===== config.mk =====
export PLATFORM = sky130hd
export DESIGN_NAME = cls_vote_unit
export DESIGN_NICKNAME = d
export VERILOG_FILES = /design/src/rtl/cls_vote_unit.sv
export SDC_FILE = /design/constraint.sdc
export NUM_CORES = 1
export LEC_CHECK = 0
export BUFFER_PORTS_ARGS = -buffer_cell sky130_fd_sc_hd__buf_2
export CORE_MARGIN = 8
export CORE_UTILIZATION = 40
export CTS_BUF_LIST = sky130_fd_sc_hd__clkbuf_4 sky130_fd_sc_hd__clkbuf_8 sky130_fd_sc_hd__clkbuf_16
export CTS_CLUSTER_DIAMETER = 150
export DETAILED_ROUTE_END_ITERATION = 10
export PLACE_DENSITY = 0.73
export SKIP_CTS_REPAIR_TIMING = 1
export SYNTH_ARGS = -nofsm -noshare
export SYNTH_HDL_FRONTEND = slang
export SYNTH_SLANG_ARGS = --single-unit

===== constraint.sdc =====
create_clock -name clk_i -period 3.7 [get_ports clk_i]
set_input_delay 0.37 -clock clk_i [delete_from_list [all_inputs] [get_ports clk_i]]
set_output_delay 0.37 -clock clk_i [all_outputs]
set_load 0.01 [all_outputs]

===== src/rtl/cls_vote_unit.sv =====
// N-way lockstep voter/checker: bitwise-majority vote over redundant channel
// bundles, persistence-filtered fault confirmation and halt on lost majority.
module cls_vote_unit #(
  parameter int unsigned N_CH           = 3,
  parameter int unsigned W              = 72,
  parameter int unsigned CONFIRM_CYCLES = 2,
  parameter int unsigned ERR_CNT_W      = 8
) (
  input  logic                  clk_i,
  input  logic                  rst_ni,
  input  logic                  en_i,
  input  logic                  clear_i,
  input  logic [N_CH*W-1:0]     ch_bus_i,
  output logic [W-1:0]          voted_o,
  output logic                  mismatch_o,
  output logic [N_CH-1:0]       dis_mask_o,
  output logic                  fault_o,
  output logic [N_CH-1:0]       fault_ch_o,
  output logic                  halt_o,
  output logic [1:0]            state_o,
  output logic [ERR_CNT_W-1:0]  err_cnt_o
);

  localparam int unsigned PW = $clog2(CONFIRM_CYCLES + 1);

  typedef enum logic [1:0] {
    RUN     = 2'd0,
    SUSPECT = 2'd1,
    FAULT   = 2'd2,
    HALT    = 2'd3
  } state_t;

  if ((N_CH < 3) || ((N_CH % 2) == 0)) begin : g_bad_nch
    $error("cls_vote_unit: N_CH must be odd and >= 3");
  end
  if (CONFIRM_CYCLES < 1) begin : g_bad_confirm
    $error("cls_vote_unit: CONFIRM_CYCLES must be >= 1");
  end

  state_t              r_state;
  logic [W-1:0]        r_voted;
  logic                r_mismatch;
  logic [N_CH-1:0]     r_dis_mask;
  logic                r_fault;
  logic [N_CH-1:0]     r_fault_ch;
  logic [ERR_CNT_W-1:0] r_err_cnt;
  logic [PW-1:0]       r_persist;
  logic [N_CH-1:0]     r_last_mask;

  logic [W-1:0]        w_maj;
  logic [N_CH-1:0]     w_mask;
  logic                w_uncorr;
  logic [N_CH-1:0]     w_eval;
  logic [PW-1:0]       w_run_cnt;
  logic                w_confirm;

  always_comb begin
    int unsigned cnt;
    int unsigned dis;
    w_maj    = '0;
    w_mask   = '0;
    w_uncorr = 1'b0;
    for (int unsigned b = 0; b < W; b++) begin
      cnt = 0;
      for (int unsigned k = 0; k < N_CH; k++) begin
        if (ch_bus_i[k*W + b]) cnt++;
      end
      w_maj[b] = (cnt > N_CH / 2);
    end
    dis = 0;
    for (int unsigned k = 0; k < N_CH; k++) begin
      w_mask[k] = (ch_bus_i[k*W +: W] != w_maj);
      if (w_mask[k]) dis++;
    end
    w_uncorr = (dis > N_CH / 2);
  end

  // RUN and SUSPECT share the FAULT persistence rule: in RUN the run state is
  // zero, so any nonzero mask simply starts a fresh run of length one.
  always_comb begin
    w_eval    = (r_state == FAULT) ? (w_mask & ~r_fault_ch) : w_mask;
    w_run_cnt = ((w_eval == r_last_mask) && (r_persist != '0)) ?
                (r_persist + PW'(1)) : PW'(1);
    w_confirm = (w_eval != '0) && (w_run_cnt >= PW'(CONFIRM_CYCLES));
  end

  always_ff @(posedge clk_i) begin
    if (!rst_ni) begin
      r_state     <= RUN;
      r_voted     <= '0;
      r_mismatch  <= 1'b0;
      r_dis_mask  <= '0;
      r_fault     <= 1'b0;
      r_fault_ch  <= '0;
      r_err_cnt   <= '0;
      r_persist   <= '0;
      r_last_mask <= '0;
    end else begin
      if (en_i && (r_state != HALT)) begin
        r_voted    <= w_maj;
        r_mismatch <= (w_mask != '0);
        r_dis_mask <= w_mask;
      end
      if (clear_i) begin
        r_state     <= RUN;
        r_fault     <= 1'b0;
        r_fault_ch  <= '0;
        r_persist   <= '0;
        r_last_mask <= '0;
      end else if (en_i && (r_state != HALT)) begin
        if (w_uncorr) begin
          r_state <= HALT;
        end else if (w_eval == '0) begin
          r_persist   <= '0;
          r_last_mask <= '0;
          if (r_state == SUSPECT) r_state <= RUN;
        end else if (w_confirm) begin
          r_state     <= FAULT;
          r_fault     <= 1'b1;
          r_fault_ch  <= r_fault_ch | w_eval;
          r_persist   <= '0;
          r_last_mask <= '0;
          if (r_err_cnt != '1) r_err_cnt <= r_err_cnt + 1'b1;
        end else begin
          r_persist   <= w_run_cnt;
          r_last_mask <= w_eval;
          if (r_state != FAULT) r_state <= SUSPECT;
        end
      end
    end
  end

  assign voted_o    = r_voted;
  assign mismatch_o = r_mismatch;
  assign dis_mask_o = r_dis_mask;
  assign fault_o    = r_fault;
  assign fault_ch_o = r_fault_ch;
  assign halt_o     = (r_state == HALT);
  assign state_o    = r_state;
  assign err_cnt_o  = r_err_cnt;

endmodule


==> results of run 1 <==
## power groups by stage
stage	logic [uW]	registers (uW)	clock network, uW
finish	1960	1130	1030
global route	2090	1130	1070
CTS	1770	1130	1040
detailed placement	1760	1150	0
global placement	1720	1150	0
floorplan	709	1180	0
## synthesized netlist by cell type, types with 3 or more instances
library cell,instances
nor3_1,11
xnor2_1,130
o2111ai_1,9
ha_1,149
a21oi_1,141
a21oi_2,5
nand4_1,23
nand3_1,19
a2111oi_0,9
nor2b_1,73
a211oi_1,73
nand2_1,96
clkbuf_1,28
nor3b_1,10
dfxtp_1,95
mux2i_1,3
o21ai_0,8
nor2_1,86
inv_1,202
a31o_2,3
o22ai_1,21
a2bb2oi_1,4
nor4_1,45
a22oi_1,6
and3_1,3
nand2b_1,94
and2_1,3
## critical path, delay by kind of cell
family / cells / cell delay [ns]
compound gates: 4 / 0.71
xor+xnor: 1 / 0.20
fa+ha+maj: 2 / 0.50
buf+inv: 4 / 0.42
mux: 1 / 0.13
simple gates: 6 / 1.55
## registers in the layout, summed over array words and instances (netlist names), 2 cells and up
name,cells
voted_o,72
err_cnt_o,8
state_o,2
dis_mask_o,3
r_last_mask,3
fault_ch_o,3
r_persist,2
## cell families after synthesis
family	count (synthesis)	share of synthesized area, %
adders and majority gates	149	18.1
muxes	4	0.402
buffers and inverters	234	8.67
xor gates and xnor gates	132	11.3
AOI/OAI and AO/OA	297	18.5
DFF	95	18.5
and+or+nand+nor	474	24.5
## layer usage
layer  share of wire (%)  vias up  track usage (%)
li1                    -     6262                -
met1                  40     5966             36.0
met2                  46      539             47.0
met3                 9.2      120             7.93
met4                 4.2       14             15.9
met5                0.19        -                0
## stage by stage
stage                     instance area (um^2)  utilization (%)
after floorplan                          10300                -
after global placement                   15600             61.8
after detailed placement                 15600             61.8
after CTS                                15900             63.0
after global routing                     16700             66.5
final                                    16700             66.5
## how the worst max path moves through the flow
stage	startpoint	to	slack [ns]	depth (start not counted)
after floorplan	ch_bus_i[53]	err_cnt_o[4]	0.07	18
after global placement	ch_bus_i[22]	err_cnt_o[4]	-0.61	19
after detailed placement	ch_bus_i[17]	err_cnt_o[4]	-0.72	18
after CTS	ch_bus_i[17]	err_cnt_o[4]	-0.33	18
after global routing	ch_bus_i[101]	err_cnt_o[4]	-0.09	20
final	ch_bus_i[54]	err_cnt_o[4]	0.08	18
## layout make-up
type                       count  area share (%)
multi-input combinational   1056            49.0
timing repair buffer         782            30.6
sequential                    95            11.4
inverter                     203            4.55
tap                          330            2.47
clock buffer                   9            1.34
clock inverter                 7           0.486
antenna                       18           0.269
==> results.md, run 1 <==
| Group | Metric | Reported |
|---|---|---|
| power | Internal Dissipation | 2540 uW |
| floorplan | Num ports | 311 |
| power | Comb pwr share | 47.5% |
| sta | Final worst-path cycle share | 97.9% |
| final layout | Net count, final | 2516 |
| final layout | Most frequent standard cell in the layout excluding fill and tap cells | buf_4 |
| route | Routed via count divided by cell count | 5.16 |
| synth | Post-Syn Area per Cell | 7.42 um^2 |
| setup path | Arr. time, crit path | 3.89 ns |
| power | Clock network fraction of design power | 25.1% |
| power | Total power after layout | 4120 uW |
| placed design | Setup Slack @ Placement | -0.721 ns |
| setup path | Largest fanout on the critical path | 2 |
| synth | Number of instances in the synthesized netlist | 1385 |
| final layout | Total area of multi-input combinational cells | 8200 um^2 |
| setup path | Cell with the largest stage delay on the worst path | or4b_4 |
| run status | Result of the run | finished, final reports clean |
| sta | Remaining max-slew budget at the tightest pin | 33.8% |
| sta | Max Transition Viols Final | 0 |
| sta | Total negative slack for setup checks | 0 ns |
| global routing | Overall fraction of global-route tracks in use | 29.6% |
| clocking | Clock Path Buffers | 2 |
| global routing | Pin count of the biggest net entering global routing | 153 |
| power | Leak Pwr | 0.00853 uW |
| synth | Number of different library cells in the post-synthesis netlist | 58 |
| synth | Syn Std Cell Area | 10300 um^2 |
| route | Antenna violation net count after detailed routing | 0 |
| setup path | Worst setup EP type | register |
| clocking | Clock transition at path regs | 0.09 ns |
| clocking | Number of levels in the clock H-tree | 3 |
| synth | Sequential cell area fraction in the yosys report | 18.5% |
| floorplan | Floorplan Core Area | 25200 um^2 |
| global routing | GRT overflow | 0 |
| floorplan | Chip Height | 176 um |
| synth | Count of state elements after synthesis | 95 |
| min path | Startpoint of the tightest hold check path | en_i |
| placed design | Input/output buffers | 310 |
| setup path | Endpoint of the worst register-to-register path | err_cnt_o[4] |
| clocking | Clock tree sinks | 95 |
| clocking | Clock tree from TritonCTS | yes |
| sta | FMAX | 276 MHz |
| route | Routed len/inst | 19.8 um |
| synth | Synth Warn # | 0 |
| placed design | Routability congestion estimate | 0.982 |
| global routing | Global-route wire length before repair | 70100 um |
| setup path | Longest individual stage delay on the worst path | 0.47 ns |
| floorplan | Width of the chip | 176 um |
| synth | Leading cell types by total area after synthesis | dfxtp_1 19%, ha_1 18%, xnor2_1 11% |
| setup path | Worst reg2reg startpoint | state_o[1] |
| min path | Hold-critical path endpoint | state_o[1] |
| min path | Number of cells traversed by the worst hold path | 3 |
| setup path | Number of cells on the worst reg-to-reg path | 8 |
| synth | Synth area leader | dfxtp_1 |
| sta | Worst clock skew on the final layout | 0.0127 ns |
| power | Share of power burned in registers | 27.4% |
| min path | Tightest Hold Check Type | in2reg |
| power | Pwr per Cell Area | 246 nW/um^2 |
| global routing | Number of global-route vias before repair | 12600 |
| global routing | Number of antenna violations at the first check in global routing | 24 |
| final layout | Most used cells in the layout excluding fill and tap cells | 470 x buf_4, 310 x buf_2, 196 x inv_1 |
| sta | Crit path time final | 3.62 ns |
| final layout | Share of post-route cells with drive strength above 1 | 43.0% |
| route | Detailed-router iteration count before antenna repair | 5 |
| synth | EDFF count, synth | 0 |
| synth | Top flip-flop cell by instance count after synthesis | dfxtp_1 |
| final layout | Number of inserted filler cells in the final layout | 2126 |
| power | Proportion of total power due to net switching | 38.3% |
| placed design | Number of instances in the placed design | 2450 |
| setup path | Setup Crit Path Kind | in2reg |
| setup path | Ordered list of cells on the worst path | buf_2 -> inv_1 -> ha_1 -> nand2b_1 -> a21oi_2 -> buf_4 -> xnor2_1 -> nand4_1 -> nor4_4 -> nand3_2 -> inv_2 -> ha_4 -> a21oi_2 -> o221a_2 -> o311ai_4 -> nor2_2 -> or4b_4 -> mux2i_1 |
| synth | Proportion of netlist area held by the largest area contributor | 18.5% |
| floorplan | Number of rows in the core area | 58 |
| setup path | Setup crit start kind | input port |
| final layout | Final cell count without fillers | 2500 |
| final layout | Area growth syn-to-layout | 63.0% |
| setup path | Critical path's most frequent cell | a21oi_2 |
| route | DRC violations left | 0 |
| floorplan | Effective utilization at floorplan | 40.8% |
| setup path | Required time of the critical path | 3.97 ns |
| placed design | Post-DP HPWL | 41500 um |
| clocking | Buffer type at the clock tree root | clkbuf_16 |
| floorplan | Die ar. | 31100 um^2 |
| sta | Worst-margin pin slew | 0.993 ns |
| sta | Crit path setup slack, layout | 0.0766 ns |
| route | DRT iter0 DRCs | 932 |
| clocking | Number of buffers created by CTS | 9 |
| setup path | Register-to-Register Setup Slack | 1.39 ns |
| power | Worst IR Drop VDD | 0.000170 V |
| clocking | Clk Latency, worst-skew pair | 0.37 ns |
| synth | Share of async-settable or async-resettable flops after synthesis | 0% |
| sta | Hold Worst Slack | 0.328 ns |
| power | Switching power of the nets | 1580 uW |
| route | Final wirelength | 49500 um |
| route | Total vias in the final route | 12900 |
| synth | Post-synth net total | 1754 |
| sta | Finish-stage setup viols | 0 |
| job | MaxCap Viol Count | 0 |
| sta | Count of final hold-check violations | 0 |
| final layout | Area taken by flip-flops and latches | 1900 um^2 |
Power figures use the tool's default switching activity.
==> run 2: changes to the inputs <==
- CELL_PAD_IN_SITES_DETAIL_PLACEMENT: not set -> 1
- CELL_PAD_IN_SITES_GLOBAL_PLACEMENT: not set -> 1
- CORE_UTILIZATION: 40 -> 34
- PLACE_DENSITY: 0.73 -> 0.84
==> run 2 against run 1 <==
Effect of this change: the run now ends with negative setup slack left; worst setup slack got worse by 0.40 ns; flip-flop and latch count is the same; first-iteration DRC count increased by 1.4%; count of clock-buffer cells in the layout up 1; highest routed layer unchanged; sequential share of layout area is essentially flat; largest cell class unchanged; register-to-register slack worse by 0.14 ns; core utilization down 10 points; critical path depth rose by 1; sequential power about the same; cell count is 3.0% higher.
==> results.md, run 2 (synthesis gave the netlist of run 1 again) <==
| Group | Metric | Reported |
|---|---|---|
| placed design | Routability congestion estimate | 0.976 |
| sta | Max Transition Viols Final | 0 |
| final layout | Area growth syn-to-layout | 63.3% |
| setup path | Setup crit start kind | input port |
| final layout | Area of all placed cells without fillers | 16800 um^2 |
| setup path | Largest delay contributor family on the critical path | simple AND/OR/NAND/NOR gates |
| global routing | Overall fraction of global-route tracks in use | 31.6% |
| global routing | Pin count of the biggest net entering global routing | 153 |
| sta | FMAX | 249 MHz |
| floorplan | Chip Height | 190 um |
| floorplan | Num ports | 311 |
| setup path | Register-to-Register Setup Slack | 1.25 ns |
| setup path | Worst reg2reg startpoint | state_o[1] |
| setup path | Cell with the largest stage delay on the worst path | or4b_4 |
| sta | Final worst-path cycle share | 109% |
| global routing | Global-route wire length before repair | 86800 um |
| floorplan | Die ar. | 36000 um^2 |
| final layout | Fin util | 56.5% |
| final layout | Most used cells in the layout excluding fill and tap cells | 477 x buf_4, 310 x buf_2, 198 x inv_1 |
| power | Pwr per Cell Area | 255 nW/um^2 |
| setup path | Longest individual stage delay on the worst path | 0.51 ns |
| route | Total vias in the final route | 14200 |
| sta | Worst-margin pin slew | 1.03 ns |
| placed design | Post-DP HPWL | 50400 um |
| final layout | Net count, final | 2522 |
| floorplan | Number of rows in the core area | 63 |
| sta | Crit path setup slack, layout | -0.324 ns |
| clocking | Clk Latency, worst-skew pair | 0.39 ns |
| final layout | Number of inserted filler cells in the final layout | 3819 |
| setup path | Setup crit start | ch_bus_i[102] |
| clocking | Buffer type at the clock tree root | clkbuf_16 |
| clocking | Number of buffers created by CTS | 9 |
| global routing | GRT overflow | 0 |
| setup path | Required time of the critical path | 3.98 ns |
| sta | Finish-stage setup viols | 13 |
| floorplan | Floorplan Core Area | 29700 um^2 |
| sta | Hold Worst Slack | 0.341 ns |
| setup path | Worst setup EP type | register |
| clocking | Clock Path Buffers | 2 |
| route | Routed via count divided by cell count | 5.52 |
| route | Antenna violation net count after detailed routing | 0 |
| route | Detailed-router iteration count before antenna repair | 5 |
| run status | Failing checks | negative setup slack |
| clocking | Number of levels in the clock H-tree | 3 |
| global routing | Number of global-route vias before repair | 14700 |
| setup path | Endpoint of the worst setup timing path | err_cnt_o[4] |
| global routing | Number of antenna violations at the first check in global routing | 28 |
| sta | Remaining max-slew budget at the tightest pin | 31.6% |
| setup path | Largest fanout on the critical path | 2 |
| floorplan | Width of the chip | 190 um |
| run status | Result of the run | complete, but fails checks |
| min path | Number of cells traversed by the worst hold path | 3 |
| route | Final wirelength | 65800 um |
| sta | Count of final hold-check violations | 0 |
| setup path | Ordered list of cells on the worst path | buf_2 -> inv_1 -> ha_1 -> nand2b_1 -> a21oi_2 -> xnor2_1 -> nor4_2 -> buf_4 -> nand4_1 -> nor3_2 -> nand2_2 -> inv_2 -> ha_1 -> a21oi_2 -> o221a_2 -> o311ai_2 -> nor2_1 -> or4b_4 -> mux2i_1 |
| setup path | Arr. time, crit path | 4.30 ns |
| floorplan | Effective utilization at floorplan | 34.6% |
| final layout | Max reg flops | 72 |
| clocking | Clock tree sinks | 95 |
| final layout | Share of post-route cells with drive strength above 1 | 42.7% |
| setup path | Endpoint of the worst register-to-register path | err_cnt_o[1] |
| final layout | Most frequent standard cell in the layout excluding fill and tap cells | buf_4 |
| route | Routed len/inst | 25.5 um |
| placed design | Area of placed instances | 15800 um^2 |
| route | DRT iter0 DRCs | 945 |
| setup path | Number of cells on the worst reg-to-reg path | 10 |
| power | Leak Pwr | 0.00849 uW |
| final layout | Total area of multi-input combinational cells | 8110 um^2 |
| placed design | Setup Slack @ Placement | -0.870 ns |
| sta | Worst clock skew on the final layout | 0.00734 ns |
| final layout | Area taken by flip-flops and latches | 1900 um^2 |
| placed design | Input/output buffers | 310 |
| power | Worst IR Drop VDD | 0.000238 V |
| setup path | Setup Crit Path Kind | in2reg |
| sta | Crit path time final | 4.02 ns |
| clocking | Clock transition at path regs | 0.08 ns |
| sta | Unrepaired setup endpoints after global routing | yes |
| route | DRC violations left | 0 |
| job | MaxCap Viol Count | 0 |
| setup path | Worst path depth | 19 |
| clocking | Clock tree from TritonCTS | yes |
| setup path | Critical path buffer and inverter count | 4 |
| min path | Tightest Hold Check Type | in2reg |
-- run 2: changes by cell type in the layout (fill, tap and decap cells not counted), sizes merged --
| cell | change |
|---|---|
| inv | -3 |
| bufinv | +1 |
| clkbuf | +1 |
| buf | +6 |
| diode | +11 |
-- run 2: metrics by stage --
step / setup TNS (ns) / total power (uW) / instances
finish: -1.86 / 4280 / 2576
global route: -4.82 / 4420 / 2569
CTS: -3.80 / 4060 / 2541
detailed placement: -10.84 / 3010 / 2526
global placement: -6.46 / 2910 / 2526
floorplan: 0 / 1890 / 1385
-- run 2: tightest hold or removal path, cell delays in order --
cell     delay (ns)
buf_2          0.12
o21ai_0        0.08
a21oi_1        0.12
-- run 2: final cells by class --
class / instances / area share, %
clock inverters: 5 / 0.343
clock buffers: 10 / 1.42
multi-input cells: 1056 / 48.3
repair buffers: 788 / 30.7
inverters: 203 / 4.54
diodes: 29 / 0.433
flip-flops and latches: 95 / 11.3
well taps: 390 / 2.91
-- run 2: worst min-delay path by stage --
stage / startpoint / to / slack (ns)
2_1_floorplan: r_persist[1] / r_persist[1] / 0.43
3_3_place_gp: fault_o / fault_o / 0.43
3_5_place_dp: fault_o / fault_o / 0.44
4_1_cts: en_i / state_o[1] / 0.34
5_1_grt: en_i / state_o[1] / 0.36
6_report: en_i / state_o[1] / 0.34
-- run 2: report_power, final --
| group | switching [uW] | internal [uW] | leakage [uW] |
|---|---|---|---|
| sequential | 41.1 | 1090 | 0.000786 |
| combinational | 1140 | 969 | 0.00756 |
| clock | 507 | 542 | 0.000149 |
-- run 2: metal layers --
layer / track usage [%] / vias to the layer above / routed length, um / share of wire [%]
li1: - / 6276 / - / -
met1: 36.2 / 6832 / 24600 / 37
met2: 52.8 / 801 / 30500 / 46
met3: 6.83 / 298 / 5360 / 8.2
met4: 20.2 / 10 / 5230 / 7.9
met5: 0 / - / 70 / 0.11
==> run 3: changes to the inputs <==
- BUFFER_PORTS_ARGS: -buffer_cell sky130_fd_sc_hd__buf_2 -> not set
- CORE_UTILIZATION: 34 -> 40
- DONT_BUFFER_PORTS: not set -> 1
- PLACE_DENSITY: 0.84 -> 0.81
==> run 3 against run 2 <==
Effect of this change: the run now ends clean; die area is 14% lower; count of clock-buffer cells in the layout is 1 lower; flip-flop and latch count stayed put; first-iteration DRC count is 37% lower; worst hold slack worse by 0.22 ns; register-to-register slack better by 0.08 ns; critical path type unchanged; largest cell class unchanged; highest routed layer is now met4.
==> results.md, run 3 (synthesis gave the netlist of run 1 again) <==
| Group | Metric | Reported |
|---|---|---|
| run status | Result of the run | finished, final reports clean |
| clocking | Clk Latency, worst-skew pair | 0.37 ns |
| setup path | Setup Crit Path Kind | in2reg |
| final layout | Net count, final | 1997 |
| clocking | Number of buffers created by CTS | 9 |
| sta | Remaining max-slew budget at the tightest pin | 32.2% |
| setup path | Required time of the critical path | 3.96 ns |
| clocking | Clock tree sinks | 95 |
| setup path | Setup crit start kind | input port |
| sta | Unrepaired setup endpoints after global routing | yes |
| clocking | Clock transition at path regs | 0.09 ns |
| setup path | Arr. time, crit path | 3.95 ns |
| route | Total vias in the final route | 11200 |
| final layout | Ant diodes | 0 |
| sta | Worst-margin pin slew | 1.02 ns |
| route | Routed len/inst | 25.6 um |
| floorplan | Chip Height | 176 um |
| placed design | Input/output buffers | 0 |
| placed design | Routability congestion estimate | 0.949 |
| floorplan | Floorplan Core Area | 25200 um^2 |
| route | DRC violations left | 0 |
| global routing | Global-route wire length before repair | 72500 um |
| floorplan | Number of rows in the core area | 58 |
| final layout | Area growth syn-to-layout | 27.0% |
| global routing | GRT overflow | 0 |
| power | Pwr per Cell Area | 280 nW/um^2 |
| clocking | Buffer type at the clock tree root | clkbuf_16 |
| job | MaxCap Viol Count | 0 |
| setup path | Worst setup EP type | register |
| sta | Final worst-path cycle share | 99.8% |
| power | Leak Pwr | 0.00603 uW |
| floorplan | Num ports | 311 |
| setup path | Largest fanout on the critical path | 3 |
| placed design | Post-DP HPWL | 43200 um |
| route | Antenna violation net count after detailed routing | 0 |
| sta | Finish-stage setup viols | 0 |
| route | Detailed-router iteration count before antenna repair | 5 |
| clocking | Number of levels in the clock H-tree | 3 |
| power | Worst IR Drop VDD | 0.000232 V |
| final layout | Share of post-route cells with drive strength above 1 | 20.6% |
| sta | Total negative slack for setup checks | 0 ns |
| route | Final wirelength | 50200 um |
| placed design | Area of placed instances | 12500 um^2 |
| global routing | Number of antenna violations at the first check in global routing | 0 |
| final layout | Max reg flops | 72 |
| sta | Worst clock skew on the final layout | 0.00909 ns |
| final layout | Most used cells in the layout excluding fill and tap cells | 263 x buf_4, 199 x inv_1, 149 x ha_1 |
| floorplan | Width of the chip | 176 um |
| final layout | Most frequent standard cell in the layout excluding fill and tap cells | buf_4 |
| route | Routed via count divided by cell count | 5.72 |
| global routing | Overall fraction of global-route tracks in use | 31.0% |
| sta | Crit path time final | 3.69 ns |
| sta | FMAX | 271 MHz |
| global routing | Pin count of the biggest net entering global routing | 85 |
| global routing | Number of global-route vias before repair | 11800 |
| clocking | Clock tree from TritonCTS | yes |
| min path | Tightest Hold Check Type | in2reg |
| floorplan | Die ar. | 31100 um^2 |
| sta | Count of final hold-check violations | 0 |
| floorplan | Effective utilization at floorplan | 40.8% |
| route | DRT iter0 DRCs | 600 |
| power | Total power after layout | 3650 uW |
| final layout | Fin util | 51.8% |
| clocking | Clock Path Buffers | 2 |
| sta | Max Transition Viols Final | 0 |
| final layout | Area of all placed cells without fillers | 13100 um^2 |
## run 3: worst max-delay path, cell delays in order
cell and delay (ns):
inv_1 0.04, ha_1 0.30, nand2b_1 0.14, a21oi_1 0.23, buf_4 0.17, xnor2_1 0.09, nor4_2 0.55, nand4_1 0.20
nor2_2 0.16, nand3_2 0.12, inv_2 0.09, ha_1 0.23, a21oi_2 0.14, o221a_2 0.24, o311ai_2 0.12, nor2_1 0.15
or4b_4 0.47, mux2i_1 0.13
## run 3: power breakdown
part | total [uW] | switching, uW | leakage (uW) | internal [uW]
registers | 1190 | 97.4 | 0.000786 | 1090
logic | 1380 | 721 | 0.00508 | 657
clock network | 1090 | 537 | 0.000158 | 550
## run 3: metrics by stage
stage | hold WS (ns) | cells | setup WS (ns)
floorplan | 0.426 | 1385 | 0.0719
global placement | 0.442 | 1943 | -0.565
detailed placement | 0.451 | 1943 | -0.738
CTS | 0.112 | 1959 | -0.347
global route | 0.108 | 1963 | -0.189
finish | 0.118 | 1963 | 0.00599
## run 3: area by class of cell
type,count,area (um^2)
Inverter,203,762
Tap cell,330,413
Sequential cell,95,1900
Timing Repair Buffer,263,1970
Fill cell,3183,12100
Clock inverter,7,97.6
Multi-Input combinational cell,1056,7680
Clock buffer,9,225
## run 3: final timing paths
kind,start,end,slack [ns],cells past startpoint
min reg2reg,r_persist[1],r_persist[1],0.46,2
max,ch_bus_i[65],err_cnt_o[4],0.006,18
max reg2reg,state_o[1],err_cnt_o[1],1.33,10
min,rst_ni,err_cnt_o[6],0.12,1
## run 3: routing by layer
layer | track usage [%] | vias up | part of all wire (%)
met3 | 12.7 | 116 | 12
met4 | 15.6 | 0 | 4.8
met1 | 33.5 | 5451 | 37
met5 | 0 | - | 0
li1 | - | 5182 | -
met2 | 51.7 | 479 | 46
